### src/rtl/input_buffer_fifo_pkg.sv
// Shared definitions for the debug-chain input buffer.
//  - ib_mode_t      : overflow policy selected through the config bus
//  - CFG_*_BIT      : bit positions inside configData
package input_buffer_fifo_pkg;

  typedef enum logic {
    IB_BLOCK       = 1'b0,  // reject pushes while full
    IB_DROP_OLDEST = 1'b1   // overwrite the oldest entry while full
  } ib_mode_t;

  localparam int CFG_MODE_BIT    = 0;  // configData bit latched as ib_mode_t
  localparam int CFG_CLR_OVF_BIT = 1;  // configData bit that clears the sticky overflow

endpackage

### src/rtl/ram_dual_port.sv
// Simple dual-port RAM: port A writes, port B reads with one cycle of latency.
//  clk     in   clock
//  we_a    in   write enable, port A
//  addr_a  in   write address
//  din_a   in   write data
//  addr_b  in   read address
//  dout_b  out  registered read data, mem[addr_b] from the previous edge
module ram_dual_port #(
  parameter  int WIDTH = 8,
  parameter  int DEPTH = 4,
  localparam int AW    = $clog2(DEPTH)
) (
  input  logic             clk,
  input  logic             we_a,
  input  logic [AW-1:0]    addr_a,
  input  logic [WIDTH-1:0] din_a,
  input  logic [AW-1:0]    addr_b,
  output logic [WIDTH-1:0] dout_b
);

  logic [WIDTH-1:0] mem [DEPTH];

  // NOTE: the array has no reset so it maps onto block RAM; readers must never
  // rely on contents that were not written first.
  always_ff @(posedge clk) begin
    if (we_a) mem[addr_a] <= din_a;
    // Read-before-write: a same-address write in this cycle is not visible
    // until the next read, which the FIFO relies on for full push+pop.
    dout_b <= mem[addr_b];
  end

endmodule

### src/rtl/input_buffer_fifo.sv
// Circular input buffer at the front of the debug chain. Stores N-lane trace
// vectors with their EOF bit, tracks exact occupancy, and hands entries to the
// consumer on dequeue with a fixed LATENCY-cycle read pipeline.
//  clk, reset           clock; synchronous active-high reset
//  enqueue/eof_in/
//  vector_in/tracing    push side; pushes are ignored while tracing is 0
//  configId/configData  config bus: mode bit and overflow-clear bit
//  dequeue              consumer pop request (ignored while empty)
//  valid_out/eof_out/
//  vector_out           popped entry, one pulse per pop; data holds otherwise
//  chainId_out          constant 0
//  full/empty/occupancy registered fill state
//  overflow             sticky: a push was rejected or overwrote the oldest entry
module input_buffer_fifo
  import input_buffer_fifo_pkg::*;
#(
  parameter  int N          = 8,
  parameter  int DATA_WIDTH = 32,
  parameter  int IB_DEPTH   = 4,
  parameter  int LATENCY    = 2,   // RAM read (1) + LATENCY-1 output stages; >= 2
  parameter  int CONFIG_ID  = 0,
  localparam int OCC_W      = $clog2(IB_DEPTH + 1),
  localparam int PTR_W      = $clog2(IB_DEPTH),
  localparam int WORD_W     = N * DATA_WIDTH + 1
) (
  input  logic                         clk,
  input  logic                         reset,
  input  logic                         enqueue,
  input  logic                         eof_in,
  input  logic                         tracing,
  input  logic [7:0]                   configId,
  input  logic [7:0]                   configData,
  input  logic [N-1:0][DATA_WIDTH-1:0] vector_in,
  input  logic                         dequeue,
  output logic                         valid_out,
  output logic                         eof_out,
  output logic [N-1:0][DATA_WIDTH-1:0] vector_out,
  output logic                         chainId_out,
  output logic                         full,
  output logic                         empty,
  output logic [OCC_W-1:0]             occupancy,
  output logic                         overflow
);

  logic [PTR_W-1:0]  wr_ptr, rd_ptr;
  logic [OCC_W-1:0]  count;
  ib_mode_t          mode;
  logic              overflow_q;

  logic              push_req, pop, cfg_hit;
  logic              push_ok, drop_oldest, ovf_event;
  logic [WORD_W-1:0] ram_rdata;

  // Pointers wrap by compare so non-power-of-two depths work.
  function automatic logic [PTR_W-1:0] next_ptr(input logic [PTR_W-1:0] p);
    return (p == PTR_W'(IB_DEPTH - 1)) ? '0 : p + 1'b1;
  endfunction

  assign full      = (count == OCC_W'(IB_DEPTH));
  assign empty     = (count == '0);
  assign occupancy = count;
  assign overflow  = overflow_q;
  assign chainId_out = 1'b0;

  assign push_req = enqueue & tracing;
  assign pop      = dequeue & ~empty;
  assign cfg_hit  = (configId == 8'(CONFIG_ID));

  // Upper config bits carry no meaning for this block.
  logic unused_cfg;
  assign unused_cfg = ^configData[7:2];

  // NOTE: every output of this block gets a default first so no latch is inferred.
  always_comb begin
    push_ok     = 1'b0;
    drop_oldest = 1'b0;
    ovf_event   = 1'b0;
    if (push_req) begin
      if (!full || pop) begin
        push_ok = 1'b1;
      end else if (mode == IB_DROP_OLDEST) begin
        push_ok     = 1'b1;
        drop_oldest = 1'b1;
        ovf_event   = 1'b1;
      end else begin
        ovf_event = 1'b1;
      end
    end
  end

  // NOTE: sequential state uses non-blocking assignments only.
  always_ff @(posedge clk) begin
    if (reset) begin
      wr_ptr     <= '0;
      rd_ptr     <= '0;
      count      <= '0;
      mode       <= IB_BLOCK;
      overflow_q <= 1'b0;
    end else begin
      if (push_ok)             wr_ptr <= next_ptr(wr_ptr);
      if (pop || drop_oldest)  rd_ptr <= next_ptr(rd_ptr);

      // Overwrite-oldest and push+pop both leave the count unchanged.
      if (push_ok && !pop && !drop_oldest) count <= count + 1'b1;
      else if (pop && !push_ok)            count <= count - 1'b1;

      if (cfg_hit) mode <= ib_mode_t'(configData[CFG_MODE_BIT]);

      // A simultaneous overflow event beats a config clear.
      if (ovf_event)                                 overflow_q <= 1'b1;
      else if (cfg_hit && configData[CFG_CLR_OVF_BIT]) overflow_q <= 1'b0;
    end
  end

  ram_dual_port #(
    .WIDTH (WORD_W),
    .DEPTH (IB_DEPTH)
  ) u_ram (
    .clk    (clk),
    .we_a   (push_ok),
    .addr_a (wr_ptr),
    .din_a  ({eof_in, vector_in}),
    .addr_b (rd_ptr),
    .dout_b (ram_rdata)
  );

  // Read pipeline: vld_q[0] marks ram_rdata valid, vld_q[i] marks stage_q[i-1].
  // The last stage is the output register and holds its value between pops.
  logic [LATENCY-1:0] vld_q;
  logic [WORD_W-1:0]  stage_q [LATENCY-1];

  always_ff @(posedge clk) begin
    if (reset) begin
      vld_q <= '0;
      for (int j = 0; j < LATENCY - 1; j++) stage_q[j] <= '0;
    end else begin
      vld_q <= {vld_q[LATENCY-2:0], pop};
      if (vld_q[0]) stage_q[0] <= ram_rdata;
      for (int j = 1; j < LATENCY - 1; j++)
        if (vld_q[j]) stage_q[j] <= stage_q[j-1];
    end
  end

  assign valid_out  = vld_q[LATENCY-1];
  assign eof_out    = stage_q[LATENCY-2][WORD_W-1];
  assign vector_out = stage_q[LATENCY-2][WORD_W-2:0];

endmodule

### config.mk
export PLATFORM = sky130hd
export DESIGN_NAME = input_buffer_fifo
export DESIGN_NICKNAME = d
export VERILOG_FILES = /design/src/rtl/input_buffer_fifo_pkg.sv /design/src/rtl/ram_dual_port.sv /design/src/rtl/input_buffer_fifo.sv
export SDC_FILE = /design/constraint.sdc
export NUM_CORES = 1
export LEC_CHECK = 0
export ABC_AREA = 0
export ABC_CLOCK_PERIOD_IN_PS = 19200
export CORE_MARGIN = 4
export CORE_UTILIZATION = 40
export CTS_CLUSTER_DIAMETER = 100
export DETAILED_ROUTE_END_ITERATION = 10
export GPL_TIMING_DRIVEN = 0
export PLACE_DENSITY = 0.71
export SYNTH_ARGS = -nofsm -noshare
export SYNTH_HDL_FRONTEND = slang
export SYNTH_SLANG_ARGS = --single-unit
### constraint.sdc
create_clock -name clk -period 19.2 [get_ports clk]
set_input_delay 1.92 -clock clk [delete_from_list [all_inputs] [get_ports clk]]
set_output_delay 1.92 -clock clk [all_outputs]
set_load 0.1 [all_outputs]
==> Word-level counts from Yosys, hierarchy flattened <==
Memory sizes are Yosys's and may differ from the RTL's. A register that Yosys moved wholly into a read port is not among the register bits.
Cells that the tools add are included.
{ "op_classes": {"n_reduce_logical": 15, "eq_ne": 3, "bitwise_logic": 3, "mux": 22, "add_sub_neg": 4} }
{ "op_table": {"columns": ["operator", "count"], "rows": [
  ["$mux 257", 1],
  ["$reduce_or 257->1", 1],
  ["$mux 1", 17],
  ["$logic_not 8->1", 1],
  ["$mux 3", 2],
  ["$add 2x1->2 const B", 2],
  ["$eq 2x2->1 const B", 2],
  ["$logic_and 1x1->1", 4],
  ["$logic_not 1->1", 4],
  ["$mux 2", 2],
  ["$reduce_bool 2->1", 2],
  ["$add 3x1->3 const B", 1],
  ["$eq 3x3->1 const B", 1],
  ["$logic_not 3->1", 1],
  ["$sub 3x1->3 const B", 1],
  ["$and 1x1->1", 2],
  ["$logic_or 1x1->1", 2],
  ["$not 1->1", 1]
]} }
{ "totals": {"n_memories": 2, "ram_bits": 1285, "inputBits": 278, "word_cells": 55, "reg_bits": 11} }
{ "mem_list": {"columns": ["memory", "words", "width", "read_ports", "rd_clocked_by_memory_dff", "write_ports", "line", "source"], "rows": [
  ["u_ram.mem", 4, 257, 1, 1, 1, "ram_dual_port.sv:21", "logic [WIDTH-1:0] mem [DEPTH];"],
  ["stage_q", 1, 257, 1, 0, 1, "input_buffer_fifo.sv:130", "logic [WORD_W-1:0] stage_q [LATENCY-1];"]
]} }

==> Logic depth before layout (Yosys ltp) <==
{ "depth": {"depth_word": 10, "depth_mapped": 6, "ltp_nobuf": 6} }

==> By module <==
From an unflattened synthesis, not the netlist that was laid out.
{ "unflattened": {"cells_unflattened": 2216, "area_unflattened_um2": 52515.4} }
{ "modules_own_cells": {"columns": ["mod", "cells_per_inst", "seq_area_each_um2", "instances", "area_each_um2"], "rows": [
  ["ram_dual_port", 1604, 36014.5, 1, 42485.7],
  ["input_buffer_fifo", 612, 7937.6, 1, 10029.6]
]} }

==> Worst setup path after synthesis <==
No wires, ideal clock.
{ "synth_path": {"path_kind": "input port to flip-flop", "startpoint": "input port enqueue", "endpoint": "memory u_ram.mem[0][0] (netlist bit) (enable)", "setup_time_ns": 0.651, "n_path_buf": 0, "t_arrival_ns": 8.261, "required_time_ns": 18.549, "stages": 3, "slack_ns": 10.288, "path_cell_list": "nand2_1 > a21oi_1 > and2_1"} }
{ "synth_between": {"elab_chain_cells": 4} }
{ "synth_rtl": {"columns": ["item", "line", "source"], "rows": [
  ["from (decl)", "input_buffer_fifo.sv:28", "input logic enqueue,"],
  ["$and 1x1->1", "input_buffer_fifo.sv:65", "assign push_req = enqueue & tracing;"],
  ["$mux 1", "input_buffer_fifo.sv:78", "if (push_req) begin"],
  ["$mux 1", "ram_dual_port.sv:26", "if (we_a) mem[addr_a] <= din_a;"],
  ["$mux 1 (implied by the code)", "ram_dual_port.sv:26", null],
  ["to (decl)", "ram_dual_port.sv:21", null]
]} }
No other way between the ends.

==> Worst setup path in the final report <==
{ "layout_path": {"startpoint": "input port enqueue", "endpoint": "memory u_ram.mem[1][174] (netlist bit) (enable)"} }
The elaborated chain is that of the path after synthesis.

==> results.tsv <==
metric	value	unit
status	complete, no violations	
wl_per_cell	22.8	um
final_nets	3223	
rsz0062_at_grt	no	
die_w	369	um
die_area	0.137	sq mm
p_per_area	133	mW/mm^2
synth_area_leaders	edfxtp_1 74%, mux4_2 11%, dfxtp_1 10%	
gr-usage-all-layers	16.1	%
antenna_left	0	
crit_top_cell	buf_16	
grt_pass1_vias	24500	
cts_setup_buffers	0	
port_buffers	535	
cts_buffer_depth	3	
htreeDepth	4	
post_cts_resized	0	
vias	23200	
netlist_area	0.0523	sq mm
p_sw	2.48	mW
p_leak	21.7	nW
rows	132	
worst_hold_path_type	flip-flop to flip-flop	
gp_congestion	0.746	
area_growth	25.7	%
wl	110000	um
multi_input_area	0.00784	sq mm
clkPwrFrac	34.1	%
timing.max_cap.violations	0	
critical_path.startpoint_type	primary input	
drive_gt1_share	19.4	%
post-route-drc-count	0	
finalMaxSlewViolations	0	
comb_power_share	19.2	%
syn-instance-count	2219	
ctsRootBufferMaster	clkbuf_16	
synth_largest_area_cell	edfxtp_1	
die_h	369	um
finClkSkew	43.8	ps
syn_nets	2503	
first_pass_iters	5	
required	19620	ps
initial_core_util	40.3	%
min_period	4640	ps
worstMarginPinSlew	1340	ps
core-area	0.130	sq mm
tns	0	ps
cp_top_family	buffers and inverters	
numCtsBuffers	158	
p_seq_share	46.8	%
crit_type	primary input to flip-flop	
rrSetupSlack	15750	ps
worstPathArrival	5060	ps
ys_types	35	
path_cells	clkdlybuf4s50_1 > nand2_1 > a21oi_1 > and2_4 > buf_16 > buf_16 > buf_16	
viasPerCell	4.79	
p_int	6.28	mW
whs	481	ps
ys_warn_count	0	
cts_tree	done	
clock-sinks	1553	
drt_iter0_drc	1616	
cp-end-kind	flip-flop	
p_sw_share	28.3	%
ios	543	
cp.buffers_inverters	4	
antenna_found_initial	29	
fmax	216	MHz
cp_slowest_cell	and2_4	
final_common_cell	edfxtp_1	
clkTransAtPathRegs	60	ps
hold_buffers	0	
finalCritPeriodShare	24.1	%
slew_headroom	10.3	%
worst-path-max-fanout	50	
hold_viol_final	0	
max_stage_delay	790	ps
grt_pass1_wl	161000	um
grt_overflow_total	0	
synth_top_area_share	73.8	%
setup_viol	0	
synth-seq-area-share	84.1	%
fillerInstances	10100	
final_cell_mix	1285 x edfxtp_1, 535 x clkdlybuf4s50_1, 268 x dfxtp_1	
seq_area	0.0440	sq mm
syn_area_per_cell	23.6	sq um
grt_max_degree	62	
hpwlAfterDp	70800	um
ir_drop	104	uV
ys_seq_elements	1553	
worstSkewPairLatency	780	ps
cells by family after synthesis:
kind of cell | after synthesis | synth area share (%)
xor+xnor | 1 | 0.0168
compound gates | 10 | 0.115
mux | 263 | 11.2
other cells | 1 | 0.00717
fa+ha+maj | 6 | 0.158
buf+inv | 92 | 0.938
flops | 1553 | 84.1
simple gates | 293 | 3.48
metrics by stage:
stage	power (mW)	utilization, %	std cells	worst slack, ps	area [sq um]
final	8.77	50.7	4842	14560	65700
after global routing	9.11	50.7	4828	14430	65700
after floorplan	5.41	-	2219	10290	52300
after detailed placement	5.88	46.7	4521	13730	60500
after CTS	8.90	50.6	4816	14480	65600
after global placement	5.90	46.1	4496	4140	59800
worst reg2reg max path: cells and delay by family, from the launching register on:
| family | cells | cell delay [ps] |
|---|---|---|
| compound gates | 1 | 550 |
| simple gates | 2 | 900 |
| buf+inv | 3 | 1020 |
| flops | 1 | 540 |
cell type report:
type | instances | area share (%)
repair buffers | 560 | 9.17
well taps | 1742 | 3.32
inverters | 3 | 0.0171
multi-input cells | 574 | 11.9
clock buffers | 213 | 6.58
flip-flops and latches | 1553 | 66.9
diodes | 26 | 0.0990
clock inverters | 82 | 1.27
plain buffers | 89 | 0.729
registers in the layout, summed over array words and instances (netlist names):
name	count
u_ram.mem	1028
vld_q	2
overflow	1
stage_q	257
u_ram.dout_b	257
occupancy	3
wr_ptr	2
rd_ptr	2
mode	1
metal layers:
layer | track usage, % | vias up | part of all wire, %
met5 | 0 | - | 0.068
met4 | 6.75 | 10 | 3.1
met3 | 5.08 | 191 | 7.3
met2 | 26.9 | 650 | 51
met1 | 19.5 | 12000 | 39
li1 | - | 10400 | -
power by group through the flow:
stage          clock network [mW]  registers (mW)  logic, mW
2_1_floorplan                   0            4.80      0.603
3_3_place_gp                    0            4.23       1.67
3_5_place_dp                    0            4.17       1.71
4_1_cts                      3.07            4.10       1.72
5_1_grt                      3.21            4.13       1.77
6_report                     2.99            4.10       1.68
worst paths after layout:
path	from	to	cells past startpoint
max	enqueue	u_ram.mem[1][174]	7
min	mode	mode	2
max reg2reg	occupancy[0]	u_ram.mem[1][174]	6
min reg2reg	mode	mode	2
cell usage after synthesis:
master,count
clkbuf_1,32
or3_1,1
mux2i_1,5
nor2_1,8
and3b_1,1
a22oi_1,1
dfxtp_1,268
buf_6,3
nor2b_1,3
nor3b_4,1
a21oi_1,4
o31a_2,1
buf_4,22
nor4_1,2
nand2b_1,2
xnor2_1,1
edfxtp_1,1285
o21ai_0,2
fa_1,1
nand3b_1,2
and2_1,262
nand3_1,2
or2_2,1
conb_1,1
nand2_1,4
or3b_2,1
a31oi_1,2
mux2_2,1
nor3_1,1
nor3b_1,1
inv_1,3
buf_2,32
ha_1,5
nand4_1,1
mux4_2,257
No activity file was read; power rests on OpenSTA's default activity.
